===== src/rtl/rv32i_types.sv =====
// Shared RV32 execute-stage types: M-extension op encodings and the
// multiply/divide sequencer states, plus small two's-complement helpers.
package rv32i_types;

  localparam int MULDIV_ITERS = 32;

  typedef enum logic [2:0] {
    F3_MUL    = 3'd0,
    F3_MULH   = 3'd1,
    F3_MULHSU = 3'd2,
    F3_MULHU  = 3'd3,
    F3_DIV    = 3'd4,
    F3_DIVU   = 3'd5,
    F3_REM    = 3'd6,
    F3_REMU   = 3'd7
  } muldiv_funct3_t;

  typedef enum logic [2:0] {
    S_IDLE = 3'd0,
    S_PREP = 3'd1,
    S_CALC = 3'd2,
    S_FIN  = 3'd3,
    S_DONE = 3'd4
  } muldiv_state_t;

  function automatic logic [31:0] cond_neg32(input logic [31:0] v, input logic neg);
    return neg ? (~v + 32'd1) : v;
  endfunction

  function automatic logic [63:0] cond_neg64(input logic [63:0] v, input logic neg);
    return neg ? (~v + 64'd1) : v;
  endfunction

endpackage


===== src/rtl/ex_muldiv.sv =====
// Iterative RV32M multiply/divide unit: fixed 36-cycle sequence
// (IDLE, PREP, 32x CALC, FIN, DONE) with a combinational pipeline stall.
module ex_muldiv
  import rv32i_types::*;
#(
  parameter int XLEN = 32
) (
  input  logic            clk,
  input  logic            rst,
  input  logic            start,
  input  logic [2:0]      funct3,
  input  logic [XLEN-1:0] rs1,
  input  logic [XLEN-1:0] rs2,
  input  logic            flush,
  output logic            busy,
  output logic            done,
  output logic [XLEN-1:0] result
);

  localparam logic [5:0] LAST_ITER = 6'(MULDIV_ITERS - 1);

  muldiv_state_t  state, state_nxt;
  muldiv_funct3_t op;
  logic [31:0] a_raw, b_raw, a_mag, b_mag, rem;
  logic [63:0] prod;
  logic [5:0]  cnt;
  logic        neg_res, div_zero, ovf;

  logic        a_sgn, b_sgn, is_div;
  logic [31:0] a_abs, b_abs, sub, fin_val;
  logic [32:0] sum, shifted;
  logic [63:0] prod_fix;

  // State register
  always_ff @(posedge clk or negedge rst) begin
    if (!rst) state <= S_IDLE;
    else      state <= state_nxt;
  end

  // Next-state logic; flush overrides every state
  always_comb begin
    state_nxt = state;
    if (flush) begin
      state_nxt = S_IDLE;
    end else begin
      case (state)
        S_IDLE:  if (start) state_nxt = S_PREP; else state_nxt = S_IDLE;
        S_PREP:  state_nxt = S_CALC;
        S_CALC:  if (cnt == LAST_ITER) state_nxt = S_FIN; else state_nxt = S_CALC;
        S_FIN:   state_nxt = S_DONE;
        S_DONE:  state_nxt = S_IDLE;
        default: state_nxt = S_IDLE;
      endcase
    end
  end

  // Stall output; held low while reset is asserted
  always_comb begin
    busy = 1'b0;
    if (rst) begin
      busy = ((state == S_IDLE) && start && !flush) ||
             (state == S_PREP) || (state == S_CALC) || (state == S_FIN);
    end else begin
      busy = 1'b0;
    end
  end

  // Operand conditioning for PREP: signs, magnitudes, op class
  always_comb begin
    a_sgn  = ((op == F3_MULH) || (op == F3_MULHSU) || (op == F3_DIV) || (op == F3_REM)) && a_raw[31];
    b_sgn  = ((op == F3_MULH) || (op == F3_DIV) || (op == F3_REM)) && b_raw[31];
    a_abs  = cond_neg32(a_raw, a_sgn);
    b_abs  = cond_neg32(b_raw, b_sgn);
    is_div = op[2];
  end

  // One iteration step: shift-add for multiply, restoring subtract for divide
  always_comb begin
    sum     = {1'b0, prod[63:32]} + (prod[0] ? {1'b0, a_mag} : 33'd0);
    shifted = {rem, prod[31]};
    sub     = shifted[31:0] - b_mag;
  end

  // FIN result selection with sign correction and special cases
  always_comb begin
    prod_fix = cond_neg64(prod, neg_res);
    fin_val  = 32'd0;
    case (op)
      F3_MUL:                        fin_val = prod[31:0];
      F3_MULH, F3_MULHSU, F3_MULHU:  fin_val = prod_fix[63:32];
      F3_DIV, F3_DIVU: begin
        if (div_zero)  fin_val = 32'hFFFF_FFFF;
        else if (ovf)  fin_val = 32'h8000_0000;
        else           fin_val = cond_neg32(prod[31:0], neg_res);
      end
      F3_REM, F3_REMU: begin
        if (div_zero)  fin_val = a_raw;
        else if (ovf)  fin_val = 32'd0;
        else           fin_val = cond_neg32(rem, neg_res);
      end
      default:                       fin_val = 32'd0;
    endcase
  end

  // Datapath registers
  always_ff @(posedge clk or negedge rst) begin
    if (!rst) begin
      op       <= F3_MUL;
      a_raw    <= 32'd0;
      b_raw    <= 32'd0;
      a_mag    <= 32'd0;
      b_mag    <= 32'd0;
      rem      <= 32'd0;
      prod     <= 64'd0;
      cnt      <= 6'd0;
      neg_res  <= 1'b0;
      div_zero <= 1'b0;
      ovf      <= 1'b0;
      result   <= 32'd0;
      done     <= 1'b0;
    end else begin
      done <= (state == S_FIN) && !flush;
      case (state)
        S_IDLE: begin
          if (start && !flush) begin
            op    <= muldiv_funct3_t'(funct3);
            a_raw <= rs1;
            b_raw <= rs2;
          end
        end
        S_PREP: begin
          a_mag    <= a_abs;
          b_mag    <= b_abs;
          neg_res  <= (op == F3_REM) ? a_sgn : (a_sgn ^ b_sgn);
          div_zero <= (b_raw == 32'd0);
          ovf      <= ((op == F3_DIV) || (op == F3_REM)) &&
                      (a_raw == 32'h8000_0000) && (b_raw == 32'hFFFF_FFFF);
          prod     <= is_div ? {32'd0, a_abs} : {32'd0, b_abs};
          rem      <= 32'd0;
          cnt      <= 6'd0;
        end
        S_CALC: begin
          cnt <= cnt + 6'd1;
          if (!is_div) begin
            prod <= {sum, prod[31:1]};
          end else if (shifted >= {1'b0, b_mag}) begin
            rem  <= sub;
            prod <= {prod[63:32], prod[30:0], 1'b1};
          end else begin
            rem  <= shifted[31:0];
            prod <= {prod[63:32], prod[30:0], 1'b0};
          end
        end
        S_FIN: begin
          if (!flush) result <= fin_val;
        end
        S_DONE: begin
          cnt <= 6'd0;
        end
        default: begin
          cnt <= 6'd0;
        end
      endcase
    end
  end

endmodule


===== config.mk =====
export PLATFORM = sky130hd
export DESIGN_NAME = ex_muldiv
export DESIGN_NICKNAME = d
export VERILOG_FILES = /design/src/rtl/rv32i_types.sv /design/src/rtl/ex_muldiv.sv
export SDC_FILE = /design/constraint.sdc
export NUM_CORES = 1
export LEC_CHECK = 0
export ABC_CLOCK_PERIOD_IN_PS = 5130
export CORE_MARGIN = 1
export CORE_UTILIZATION = 60
export DETAILED_ROUTE_END_ITERATION = 7
export PLACE_DENSITY = 0.84
export REMOVE_ABC_BUFFERS = 1
export SYNTH_ARGS = -nofsm -noshare
export SYNTH_HDL_FRONTEND = slang
export SYNTH_SLANG_ARGS = --single-unit

===== constraint.sdc =====
create_clock -name clk -period 5.13 [get_ports clk]
set_input_delay 0.7695 -clock clk [delete_from_list [all_inputs] [get_ports clk]]
set_output_delay 0.7695 -clock clk [all_outputs]
set_load 0.05 [all_outputs]

* Yosys cells after proc, flatten, opt, wreduce, memory -nomap -nowiden *
Cells that the tools add are included.

storage, ports and cells
  register bits after elaboration = 272
  input port bits = 71
  output and inout bits = 34
  logic and storage cells = 101

operators by class
  add/subtract/negate cells = 8
  magnitude comparators = 1
  equality and inequality tests = 15
  muxes and demuxes = 25
  bitwise gates (word level) = 7
  reduce and logical (&&, ||, !) cells = 30

operators with widths
  cell                   count
  $mux 32                12
  $add 32x1->32 const B  4
  $mux 64                2
  $not 32->32            4
  $pmux 32 s4            1
  $pmux 64 s2            1
  $add 64x1->64 const B  1
  $eq 32x32->1 const B   2
  $not 64->64            1
  $pmux 32 s2            1
  $add 32x32->33         1
  $ge 33x32->1           1
  $logic_not 32->1       1
  $sub 32x32->32         1
  $eq 3x2->1 const B     4
  $eq 3x3->1 const B     4
  $pmux 3 s4             1
  $pmux 6 s2             1
  $logic_or 1x1->1       9
  $logic_and 1x1->1      8
  $reduce_and 2->1       4
  $add 6x1->6 const B    1
  $eq 3x1->1 const B     2
  $eq 6x5->1 const B     1
  other kinds (10)       18

* Longest topological paths before layout *
Gate-level depths: netlist of run 1.

  word-level depth = 8
  gate-level depth with buffers = 15

* Least setup slack after synthesis of run 1 *
No wires, ideal clock.

  path type = input to output
  from = in flush
  to = out busy
  data arrival time = 2654 ps
  slack = 1706 ps
  stages = 5
  buffers on the path = 2
  cell sequence = nor2_1 -> nand3_1 -> buf_1 -> buf_1 -> a21boi_0

on the way
  word-level cells in the longest chain between the ends = 6

ends and longest elaborated chain
  element                        RTL line         source
  from (decl)                    ex_muldiv.sv:14  input logic flush,
  $logic_not 1->1                n/a
  $logic_and 1x1->1              ex_muldiv.sv:61  busy = ((state == S_IDLE) && start && !flush) ||
  $logic_or 1x1->1               ex_muldiv.sv:61
  $logic_or 1x1->1 (2 in a row)  ex_muldiv.sv:62  (state == S_PREP) || (state == S_CALC) || (state == S_FIN);
  $mux 1                         ex_muldiv.sv:60  if (rst) begin
  to (decl)                      ex_muldiv.sv:15  output logic busy,

No other way between the ends.

* Worst setup path in the final report of run 1 *
  from = reg prod[28]
  to = reg result[30]

on the way
  word-level cells in the longest chain between the ends = 6

ends and longest elaborated chain
  element                 RTL line           source
  from (decl)             ex_muldiv.sv:25    logic [63:0] prod;
  from (signal assigned)  ex_muldiv.sv:138   prod <= is_div ? {32'd0, a_abs} : {32'd0, b_abs};
  from (signal assigned)  ex_muldiv.sv:145   prod <= {sum, prod[31:1]};
  from (signal assigned)  ex_muldiv.sv:148   prod <= {prod[63:32], prod[30:0], 1'b1};
  $not 32->32             rv32i_types.sv:27  return neg ? (~v + 32'd1) : v;
  $add 32x1->32           rv32i_types.sv:27
  $mux 32                 rv32i_types.sv:27
  $mux 32                 ex_muldiv.sv:93    else if (ovf) fin_val = 32'h8000_0000;
  $mux 32                 ex_muldiv.sv:92    if (div_zero) fin_val = 32'hFFFF_FFFF;
  $pmux 32 s4 *           ex_muldiv.sv:88    case (op)
  to (signal assigned)    ex_muldiv.sv:155   if (!flush) result <= fin_val;
  to (decl)               ex_muldiv.sv:17    output logic [XLEN-1:0] result

Mark *: on every way between the ends. The rest lies on a longest branch, timed or not.
A chain may end at the register's enable or synchronous reset.

==> impl_metrics.toml, run 1 <==
[synth]
yosys_warnings = 0
count_of_flip_flops_with_a_built_in_enable_after_synthesis = 0
async_reset_ff_share_pct = 100
synth_largest_type_area_fraction_pct = 35.3
synth-seq-cells = 272
synthDominantAreaCellType = "sky130_fd_sc_hd__dfrtp_1"
synth_sequential_area_ratio_pct = 35.3
synth.top_cells.by_area = "sky130_fd_sc_hd__dfrtp_1 35%, sky130_fd_sc_hd__o21ai_0 6.7%, sky130_fd_sc_hd__xnor2_1 4.6%"
synthesis.instances = 2266
post_synth.cell_area_avg_sq_um = 8.52
netlist_area_sq_mm = 0.0193
yosys_most_used_dff = "sky130_fd_sc_hd__dfrtp_1"
yosys.cell_types.count = 84

[layout]
layoutNonFillerInstCount = 2704
layout.cells.most_common = "sky130_fd_sc_hd__dfrtp_1"
syn_to_final_growth_pct = 11.8
final_cell_mix = "270 x sky130_fd_sc_hd__dfrtp_1, 258 x sky130_fd_sc_hd__o21ai_0, 210 x sky130_fd_sc_hd__nand2_1"
n_fill_cell = 2536
antenna_cells = 0
post_route_cells_drive_above_1_share_pct = 8.60
final_nets = 2421

[clock_tree]
postCtsSetupBuffers = 0
cts.htree.levels = 2
cts.sink_count = 272
post_cts_resize_count = 0
tritoncts = "yes"
cts_root_buf = "sky130_fd_sc_hd__clkbuf_16"
numCtsBuffers = 34
clock_latency_reported_for_the_late_side_of_the_worst_skew_pair_ps = 540
worst_case_clock_buffer_depth = 3
clk_pin_slew_ps = 60
cts.hold.buffers_added = 0

[worst_setup_path]
crit_path_end_kind = "flip-flop"
setup.worst_path.class = "reg -> reg"
worstPathRequired_ps = 5530
crit_path_max_fanout = 10
worst-endpoint-arrival_ps = 4450
startpoint_type = "flip-flop"

[route]
routed-via-count = 18285
drt-vias-per-instance = 6.76
route.antenna.remaining_nets = 0
dr.pass1.iters = 6
drt-initial-drc-count = 2150
wire_per_inst_microns = 23.2
wirelength_microns = 62700
drc_errors = 0

[timing]
tightestPinTransition_ps = 1140
min_period_ps = 4040
fin_tns_setup_ps = 0
report.final.slew_viol_count = 0
hold_violations = 0
setup-violations-final = 0
slew-limit-headroom_pct = 23.6
fin_skew_ps = 22.7
post-route-worst-setup-slack_ps = 1090
fmax_mhz = 247
rsz_0062_raised_after_global_routing = "no"
layout_worst_path_cycle_share_pct = 78.8

[placement]
preCtsSetupSlack_ps = 1220
dp.cells = 2644
post-dp-hpwl_microns = 44300
gp_congestion = 0.983
io_buffer_count = 104

[floorplan]
pin_count = 105
floorplan.die.height_microns = 181
core_sq_mm = 0.0316
fp.dieArea_sq_mm = 0.0329
effective_utilization_at_floorplan_pct = 61.0
std_cell_rows = 65
dieWidth_microns = 181

[power]
max-vdd-ir-drop_mv = 0.332
leak_pwr_nw = 9.00
cellPowerDensity_mw_per_mm2 = 539

[grt]
grt_pass1_vias = 17441
grt_pass1_wl_microns = 98200
pin_count_of_the_biggest_net_entering_global_routing = 142
gr-usage-all-layers_pct = 38.4
grt_overflow = 0
initial_antenna_violation_count = 3

[run_status]
status = "completed"

[flow_run]
maxCapViolations = 0

[min_path]
min-delay-path-class = "in -> async"
## layout make-up
cell class | instances | area (sq um) | area share [%]
flip-flops and latches | 272 | 6810 | 31.6
clock inverters | 9 | 56.3 | 0.261
repair buffers | 128 | 1260 | 5.86
clock buffers | 51 | 1080 | 5.00
multi-input cells | 1763 | 11600 | 53.6
inverters | 79 | 297 | 1.37
well taps | 402 | 503 | 2.33
## sequential cells by signal, indices dropped and copies added, names as in the netlist
name      flops
cnt           6
b_mag        32
b_raw        32
a_mag        32
op            3
prod         64
a_raw        32
neg_res       1
done          1
rem          32
state         3
ovf           1
div_zero      1
result       32
## critical path: stages (launching register included)
cell and delay, ps:
sky130_fd_sc_hd__dfrtp_1 490, sky130_fd_sc_hd__or4_1 690, sky130_fd_sc_hd__nor4_2 340, sky130_fd_sc_hd__nand4_2 380, sky130_fd_sc_hd__or4_1 620, sky130_fd_sc_hd__nor4_1 490, sky130_fd_sc_hd__mux2_2 390, sky130_fd_sc_hd__a2111oi_0 390
sky130_fd_sc_hd__o21ai_1 120
## cells by family after synthesis
| logic type | share of synthesized area, % |
|---|---|
| AO/OA/AOI/OAI | 22.1 |
| buffers and inverters | 5.03 |
| XOR/XNOR | 8.80 |
| flip-flops | 35.3 |
| AND/OR/NAND/NOR | 16.9 |
| multiplexers | 7.10 |
| adder cells (fa/ha/maj) | 4.74 |
## power breakdown
part,internal (mW),switching (mW)
combinational,2.11,3.36
sequential,2.80,0.925
clock,1.45,0.977
total,6.37,5.26
## synthesized netlist by cell type (56+ instances only)
cell type and n:
sky130_fd_sc_hd__mux2i_1 56, sky130_fd_sc_hd__xnor2_1 102, sky130_fd_sc_hd__ha_1 70, sky130_fd_sc_hd__nand3_1 94, sky130_fd_sc_hd__mux2_2 72, sky130_fd_sc_hd__clkbuf_1 115
sky130_fd_sc_hd__nor2_1 150, sky130_fd_sc_hd__o21ai_0 258, sky130_fd_sc_hd__xor2_1 92, sky130_fd_sc_hd__nand2_1 211, sky130_fd_sc_hd__a21oi_1 153, sky130_fd_sc_hd__inv_1 78
sky130_fd_sc_hd__dfrtp_1 272
## final timing paths
kind,from,to,slack [ps],cells after the start
max,prod[28]$_DFFE_PN0P_,result[30]$_DFFE_PN0P_,1090,8
min,rst,a_mag[6]$_DFFE_PN0P_,150,1
max reg2reg,prod[28]$_DFFE_PN0P_,result[30]$_DFFE_PN0P_,1090,8
min reg2reg,a_mag[7]$_DFFE_PN0P_,a_mag[7]$_DFFE_PN0P_,470,2
max in group asynchronous,rst,op[2]$_DFFE_PN0P_,3400,3
min in group clk,a_mag[7]$_DFFE_PN0P_,a_mag[7]$_DFFE_PN0P_,470,2
## stage by stage
step                      utilization [%]  instance area (sq um)  hold slack, ps  power, mW
after floorplan                         -                  18600             438       7.28
after global placement               64.6                  20400             454       8.89
after detailed placement             64.6                  20400             464       9.01
after CTS                            68.2                  21600             155       11.5
after global routing                 68.2                  21600             182       12.3
final                                68.2                  21600             148       11.6
## per-layer routing
layer  track usage (%)  part of all wire [%]
met4              17.8                   5.0
met3              6.79                   9.6
met5                 0                 0.061
met1              53.1                    41
met2              58.5                    44
No activity file was read; power rests on OpenSTA's default activity.
==> run 2, diff against run 1 <==
--- a/config.mk
+++ b/config.mk
@@ -5,7 +5,7 @@
 export SDC_FILE = /design/constraint.sdc
 export NUM_CORES = 1
 export LEC_CHECK = 0
-export ABC_CLOCK_PERIOD_IN_PS = 5130
+export ABC_CLOCK_PERIOD_IN_PS = 3720
 export CORE_MARGIN = 1
 export CORE_UTILIZATION = 60
 export DETAILED_ROUTE_END_ITERATION = 7
==> constraint.sdc (replaced) <==
create_clock -name clk -period 3.72 [get_ports clk]
set_input_delay 0.558 -clock clk [delete_from_list [all_inputs] [get_ports clk]]
set_output_delay 0.558 -clock clk [all_outputs]
set_load 0.05 [all_outputs]
==> run 2 against run 1 <==
- die area unchanged
- sequential share of layout area decreased by 0.97 points
- largest cell class unchanged
- clock power increased by 47%
- worst hold slack improved by 330 ps
- critical path type unchanged
- clock skew decreased by 3.4 ps
- first-iteration DRC count increased by 5.6%
==> impl_metrics.toml, run 2 (synthesis gave the netlist of run 1 again) <==
[clock_tree]
clock_latency_reported_for_the_late_side_of_the_worst_skew_pair_ps = 530
postCtsSetupBuffers = 0
worst_case_clock_buffer_depth = 3
cts_root_buf = "sky130_fd_sc_hd__clkbuf_16"
numCtsBuffers = 34
tritoncts = "yes"
cts.sink_count = 272
clk_pin_slew_ps = 60
cts.htree.levels = 2

[grt]
grt_pass1_vias = 17859
initial_antenna_violation_count = 0
grt_overflow = 0
pin_count_of_the_biggest_net_entering_global_routing = 134
grt_pass1_wl_microns = 102000
gr-usage-all-layers_pct = 40.0

[timing]
min_period_ps = 3620
setup-violations-final = 0
fin_skew_ps = 19.3
hold_violations = 0
slew-limit-headroom_pct = 21.9
fin_tns_setup_ps = 0
fmax_mhz = 276
tightestPinTransition_ps = 1170
layout_worst_path_cycle_share_pct = 97.3
rsz_0062_raised_after_global_routing = "no"
report.final.slew_viol_count = 0

[route]
wirelength_microns = 65500
drt-vias-per-instance = 6.76
wire_per_inst_microns = 23.5
routed-via-count = 18835
dr.pass1.iters = 6
drc_errors = 0
drt-initial-drc-count = 2270
route.antenna.remaining_nets = 0

[layout]
final_area_sq_mm = 0.0223
layout.cells.most_common = "sky130_fd_sc_hd__dfrtp_1"
registers.top_by_ff_count = "prod"
final_nets = 2499
max_ffs_per_register = 64
post_route_cells_drive_above_1_share_pct = 11.6
n_fill_cell = 2485
final_cell_mix = "270 x sky130_fd_sc_hd__dfrtp_1, 257 x sky130_fd_sc_hd__o21ai_0, 210 x sky130_fd_sc_hd__nand2_1"
syn_to_final_growth_pct = 15.3

[power]
p_clk_share_pct = 21.3
comb_power_share_pct = 48.8
power.internal_mw = 9.28
max-vdd-ir-drop_mv = 0.394
cellPowerDensity_mw_per_mm2 = 751
leak_pwr_nw = 9.42
share_of_total_power_consumed_by_net_switching_pct = 44.5
sequential_power_share_pct = 29.8
p_total_mw = 16.7
netSwitchingPower_mw = 7.44

[flow_run]
maxCapViolations = 0

[worst_setup_path]
startpoint_type = "flip-flop"
worst-endpoint-arrival_ps = 4010
rr_startpoint = "prod[31]$_DFFE_PN0P_"
crit_path_end_kind = "flip-flop"
critical_path.top_delay_family = "simple AND/OR/NAND/NOR gates"
worst_r2r_path_depth = 9
crit_path_max_incr_delay_ps = 700
critical-path-top-cell-by-count = "sky130_fd_sc_hd__or4_1"
crit_path_max_fanout = 5
worstPathRequired_ps = 4110
crit_path_cell_trace = "or4_1 > nor4_2 > nand4_2 > or4_1 > nor4_1 > buf_4 > mux2_2 > a2111oi_0 > o21ai_1"
r2r_slack_ps = 100
cpMaxStageDelayCell = "sky130_fd_sc_hd__or4_1"
regToRegEndpoint = "result[30]$_DFFE_PN0P_"
critical_path.n_buffers_inverters = 1
setup.worst_path.class = "reg -> reg"

[placement]
gp_congestion = 0.994
post-dp-hpwl_microns = 47000
io_buffer_count = 104
post_dp_cell_area_sq_mm = 0.0210

[floorplan]
floorplan.die.height_microns = 181
dieWidth_microns = 181
core_sq_mm = 0.0316
effective_utilization_at_floorplan_pct = 61.0
fp.dieArea_sq_mm = 0.0329
pin_count = 105
std_cell_rows = 65

[min_path]
number_of_instances_on_the_worst_hold_path = 2
whs_endpoint = "result[10]$_DFFE_PN0P_"
min-delay-path-class = "reg -> reg"
timing.hold.worst.start = "result[10]$_DFFE_PN0P_"

[run_status]
status = "completed"
==> run 2: what timing repair did <==
item,CTS,global route
hold buffers,1,0
setup endpoints to repair,0,5
resized for setup,0,5
hold endpoints to repair,40,0
==> run 2: stage by stage <==
step | worst slack, ps | utilization [%] | hold slack [ps] | instances
final | 98.8 | 70.4 | 477 | 2785
after global routing | 0.959 | 70.4 | 493 | 2784
after CTS | 153 | 70.3 | 477 | 2784
after detailed placement | 164 | 66.5 | 464 | 2721
after global placement | 268 | 66.5 | 455 | 2721
after floorplan | -2150 | - | 262 | 2114
==> run 2: how the worst max path moves through the flow <==
stage	depth (start not counted)	from	slack [ps]	end
floorplan	9	rem[15]$_DFFE_PN0P_	-2150	rem[28]$_DFFE_PN0P_
global placement	9	prod[42]$_DFFE_PN0P_	270	result[30]$_DFFE_PN0P_
detailed placement	9	prod[42]$_DFFE_PN0P_	160	result[30]$_DFFE_PN0P_
CTS	9	prod[42]$_DFFE_PN0P_	150	result[30]$_DFFE_PN0P_
global route	9	prod[31]$_DFFE_PN0P_	1	result[30]$_DFFE_PN0P_
finish	9	prod[31]$_DFFE_PN0P_	100	result[30]$_DFFE_PN0P_
==> run 2: worst reg2reg max path: stages, from the launching register on <==
cell	delay, ps
sky130_fd_sc_hd__dfrtp_1	430
sky130_fd_sc_hd__or4_1	700
sky130_fd_sc_hd__nor4_2	370
sky130_fd_sc_hd__nand4_2	190
sky130_fd_sc_hd__or4_1	500
sky130_fd_sc_hd__nor4_1	210
sky130_fd_sc_hd__buf_4	170
sky130_fd_sc_hd__mux2_2	320
sky130_fd_sc_hd__a2111oi_0	480
sky130_fd_sc_hd__o21ai_1	130
==> run 2: power by group through the flow <==
stage,logic (mW),clock network [mW],registers [mW]
5_1_grt,8.80,3.70,5.08
3_5_place_dp,7.88,0,4.97
3_3_place_gp,7.71,0,4.93
2_1_floorplan,4.76,0,5.27
6_report,8.16,3.57,4.99
4_1_cts,7.95,3.58,4.93
==> run 2: cell type report <==
type / count / area [sq um] / share of cell area, %
clock inverter: 11 / 160 / 0.719
inverter: 79 / 297 / 1.33
antenna: 1 / 2.50 / 0.0112
multi-input combinational: 1763 / 11600 / 52.0
sequential: 272 / 6810 / 30.6
tap: 402 / 503 / 2.26
clock buffer: 51 / 1040 / 4.66
timing repair buffer: 206 / 1860 / 8.37
==> run 2: routing by layer <==
metal,global-route usage [%],part of all wire (%)
met1,54.1,41
met2,62.6,45
met3,7.78,10
met4,16.7,4.8
met5,0,0
==> run 3, diff against run 2 <==
--- a/config.mk
+++ b/config.mk
@@ -5,7 +5,6 @@
 export SDC_FILE = /design/constraint.sdc
 export NUM_CORES = 1
 export LEC_CHECK = 0
-export ABC_CLOCK_PERIOD_IN_PS = 3720
 export CORE_MARGIN = 1
 export CORE_UTILIZATION = 60
 export DETAILED_ROUTE_END_ITERATION = 7
==> results of run 3 <==
Same layout as run 2: the final DEF is identical, and so are final timing and power.
==> patch 1, RTL diff (flow settings as in run 2) <==
Encoding of `muldiv_state_t`: now one-hot (5 bits for 5 states).
--- a/src/rtl/rv32i_types.sv
+++ b/src/rtl/rv32i_types.sv
@@ -15,12 +15,12 @@
     F3_REMU   = 3'd7
   } muldiv_funct3_t;
 
-  typedef enum logic [2:0] {
-    S_IDLE = 3'd0,
-    S_PREP = 3'd1,
-    S_CALC = 3'd2,
-    S_FIN  = 3'd3,
-    S_DONE = 3'd4
+  typedef enum logic [4:0] {
+    S_IDLE = 5'b00001,
+    S_PREP = 5'b00010,
+    S_CALC = 5'b00100,
+    S_FIN  = 5'b01000,
+    S_DONE = 5'b10000
   } muldiv_state_t;
 
   function automatic logic [31:0] cond_neg32(input logic [31:0] v, input logic neg);
Function: same outputs for any inputs over 10 cycles, from zero or initial values and one cycle with rst low; not proved beyond that.
==> patch 1 against run 2 <==
  * Count of clock-buffer cells in the layout is 2 lower
  * Design area down 0.56%
  * Synthesized area fell by 0.21%
  * Power decreased by 17%
  * Routed wire length decreased by 3.3%
  * Combinational power down 32%
  * Worst setup slack better by 0.055 ns
  * Sequential cell count rose by 2
  * Maximum frequency up 1.6%
  * Largest cell class unchanged
  * Highest routed layer unchanged
==> patch 1: results (changes against run 2) <==
[metrics] share of synthesized area occupied by flip-flops and latches: 35.6% (was 35.3%)
[metrics] M3 GR Usage: 7.46% (was 7.78%)
[metrics] fraction of final layout cells with drive strength greater than 1: 9.50% (was 11.6%)
[metrics] Via density: 6.69 (was 6.76)
[metrics] number of nets at the end of the flow: 2486 (was 2499)
[metrics] outcome: completed (unchanged)
[metrics] final weighted congestion in routability-driven placement: 0.998 (was 0.994)
[metrics] average size of a mapped cell: 8.45 sq um (was 8.52 sq um)
[metrics] ranking of synthesized cells by area: sky130_fd_sc_hd__dfrtp_1, sky130_fd_sc_hd__o21ai_0, sky130_fd_sc_hd__xnor2_1, sky130_fd_sc_hd__nand2_1, sky130_fd_sc_hd__ha_1 (was sky130_fd_sc_hd__dfrtp_1, sky130_fd_sc_hd__o21ai_0, sky130_fd_sc_hd__xnor2_1, sky130_fd_sc_hd__ha_1, sky130_fd_sc_hd__mux2_2)
[metrics] power density of the placed cells: 627 mW/mm^2 (was 751 mW/mm^2)
[metrics] count of buffers not belonging to the clock network in the layout: 172 (was 206)
[metrics] GR Util All Layers: 38.6% (was 40.0%)
[metrics] pre-CTS worst setup slack: 0.293 ns (was 0.164 ns)
[metrics] number of detailed-routing iterations run before antenna repair: 8 (was 6)
[metrics] Max FO, Critical Path: 29 (was 5)
[metrics] Worst Min Path Start: a_mag[21] (was result[10])
[metrics] Iter 0 DRT Violations: 2460 (was 2270)
[metrics] met2 Resource Use GR: 61.2% (was 62.6%)
[metrics] portion of the layout cell area used by clock cells: 5.75% (was 5.38%)
[metrics] area of combinational cells with multiple inputs: 0.0117 sq mm (was 0.0116 sq mm)
[metrics] Seq/total area: 31.0% (was 30.6%)
[metrics] pin count of the biggest net entering global routing: 153 (was 134)
[metrics] Data buffer area share: 7.20% (was 8.37%)
[metrics] launching element of the worst setup path: prod[0] (was prod[31])
[metrics] critical-path cell with the highest stage delay: sky130_fd_sc_hd__a2111oi_0 (was sky130_fd_sc_hd__or4_1)
[metrics] amount of wire on met2 after detailed routing: 28800 um (was 29200 um)
[metrics] number of non-clock inverters in the layout: 67 (was 79)
## patch 1: cell families (layout without fill, tap and decap cells)
kind of cell | Yosys count | count (layout) | synth area share, %
simple gates | 747 | 747 | 18.8
compound gates | 670 | 670 | 21.7
flops | 274 | 274 | 35.6
buf+inv | 214 | 301 | 4.19
xor+xnor | 198 | 198 | 9.00
mux | 106 | 106 | 5.89
fa+ha+maj | 72 | 72 | 4.75
other cells | 0 | 1 | 0
## patch 1: report_power, final
part | total (mW) | switching [mW] | internal, mW
clock network | 3.74 | 1.35 | 2.39
registers | 4.57 | 0.907 | 3.67
logic | 5.56 | 3.39 | 2.18
## patch 1: path summary, 6_finish.rpt
path / slack, ns / to / cells past startpoint
hold reg to reg: 0.47 / a_mag[21] / 2
setup / recovery: 0.15 / prod[63] / 13
setup reg to reg: 0.15 / prod[63] / 13
min in group asynchronous: 0.54 / b_raw[2] / 2
hold / removal: 0.47 / a_mag[21] / 2
max in group asynchronous: 1.85 / a_mag[9] / 3
==> patch 2, RTL diff (settings of run 2) <==
Without the edit above. Set the package constant `MULDIV_ITERS` to 16 (it was 32).
--- a/src/rtl/rv32i_types.sv
+++ b/src/rtl/rv32i_types.sv
@@ -2,7 +2,7 @@
 // multiply/divide sequencer states, plus small two's-complement helpers.
 package rv32i_types;
 
-  localparam int MULDIV_ITERS = 32;
+  localparam int MULDIV_ITERS = 16;
 
   typedef enum logic [2:0] {
     F3_MUL    = 3'd0,
Check against the original RTL: same outputs for any inputs over 10 cycles, from zero or initial values and one cycle with rst low; that may be too few to reach the edited logic, so the function may still have changed.
==> patch 2 against run 2 <==
  * Clock skew hardly changed
  * Worst hold slack worse by 0.10 ns
  * Routed wire length is 4.1% lower
  * Sequential cell count stayed put
  * Critical path type unchanged
  * Maximum frequency is 1.6% higher
  * Via count is 3.0% lower
  * Synthesized area is 0.18% lower
  * Die area is 0.18% lower
  * Sequential power is 1% higher
  * Power is 1.8% higher
  * Worst setup slack better by 0.059 ns
  * Design area is 0.79% lower
==> patch 2: results (changes against run 2) <==
[metrics] total clock buffers created by CTS: 31 (was 34)
[metrics] top sig layer: met5 (was met4)
[metrics] number of non-clock inverters in the layout: 70 (was 79)
[metrics] share of synthesized area occupied by flip-flops and latches: 35.3% (about the same)
[metrics] DR WL/cell: 23.0 um (was 23.5 um)
[metrics] M3 GR Usage: 5.83% (was 7.78%)
[metrics] clock share of power: 19.8% (was 21.3%)
[metrics] Filler Cell Count: 2475 (was 2485)
[metrics] combinational power: 8.58 mW (was 8.16 mW)
[metrics] fraction of the mapped netlist area in adder cells: 4.75% (was 4.74%)
[metrics] highest ir drop seen on vdd: 475 uV (was 394 uV)
[metrics] placed cell count: 2675 (was 2721)
[metrics] die area: 0.0328 sq mm (was 0.0329 sq mm)
[metrics] outcome: completed (unchanged)
[metrics] count of buffers not belonging to the clock network in the layout: 185 (was 206)
[metrics] share of synthesized area spent on multiplexers: 6.68% (was 7.10%)
[metrics] Sw Pwr: 7.71 mW (was 7.44 mW)
[metrics] area of combinational cells with multiple inputs: 0.0117 sq mm (was 0.0116 sq mm)
[metrics] most used standard cells in the synthesized netlist: sky130_fd_sc_hd__dfrtp_1, sky130_fd_sc_hd__o21ai_0, sky130_fd_sc_hd__nand2_1, sky130_fd_sc_hd__nor2_1, sky130_fd_sc_hd__a21oi_1 (was sky130_fd_sc_hd__dfrtp_1, sky130_fd_sc_hd__o21ai_0, sky130_fd_sc_hd__nand2_1, sky130_fd_sc_hd__a21oi_1, sky130_fd_sc_hd__nor2_1)
[metrics] ranking of synthesized cells by area: sky130_fd_sc_hd__dfrtp_1, sky130_fd_sc_hd__o21ai_0, sky130_fd_sc_hd__xnor2_1, sky130_fd_sc_hd__ha_1, sky130_fd_sc_hd__mux2_2 (unchanged)
[metrics] Post-Route M1 WL: 26400 um (was 26500 um)
[metrics] average size of a mapped cell: 8.59 sq um (was 8.52 sq um)
[metrics] launching element of the worst setup path: prod[0] (was prod[31])
[metrics] source-to-sink clock delay at the later pin of the worst-skew pair: 0.58 ns (was 0.53 ns)
[metrics] reported leakage power: 9.49 nW (was 9.42 nW)
[metrics] xor/xnor share of the synthesized area: 8.82% (was 8.80%)
[metrics] pre-CTS worst setup slack: 0.193 ns (was 0.164 ns)
[metrics] number of antenna violations at the first check in global routing: 2 (was 0)
[metrics] setup skew after layout: 0.0189 ns (was 0.0193 ns)
[metrics] final weighted congestion in routability-driven placement: 1.04 (was 0.994)
-- patch 2: what timing repair did --
item / 4_1_cts / 5_1_grt
endpoints found under the setup margin: 0 / 7
hold endpoints to repair: 7 / 0
hold buffers: 1 / 0
gates resized for setup: 0 / 3
-- patch 2: critical path, cell delays in order (launching register included) --
cell                        delay [ns]
sky130_fd_sc_hd__dfrtp_1          0.39
sky130_fd_sc_hd__buf_4            0.34
sky130_fd_sc_hd__nand2_1          0.16
sky130_fd_sc_hd__inv_1            0.09
sky130_fd_sc_hd__ha_1             0.25
sky130_fd_sc_hd__a211oi_1         0.28
sky130_fd_sc_hd__nor2_1           0.12
sky130_fd_sc_hd__o21ai_0          0.28
sky130_fd_sc_hd__a31oi_1          0.27
sky130_fd_sc_hd__o2111ai_2        0.34
sky130_fd_sc_hd__a21oi_1          0.15
sky130_fd_sc_hd__or4_1            0.44
sky130_fd_sc_hd__a211oi_1         0.25
sky130_fd_sc_hd__a311oi_1         0.08
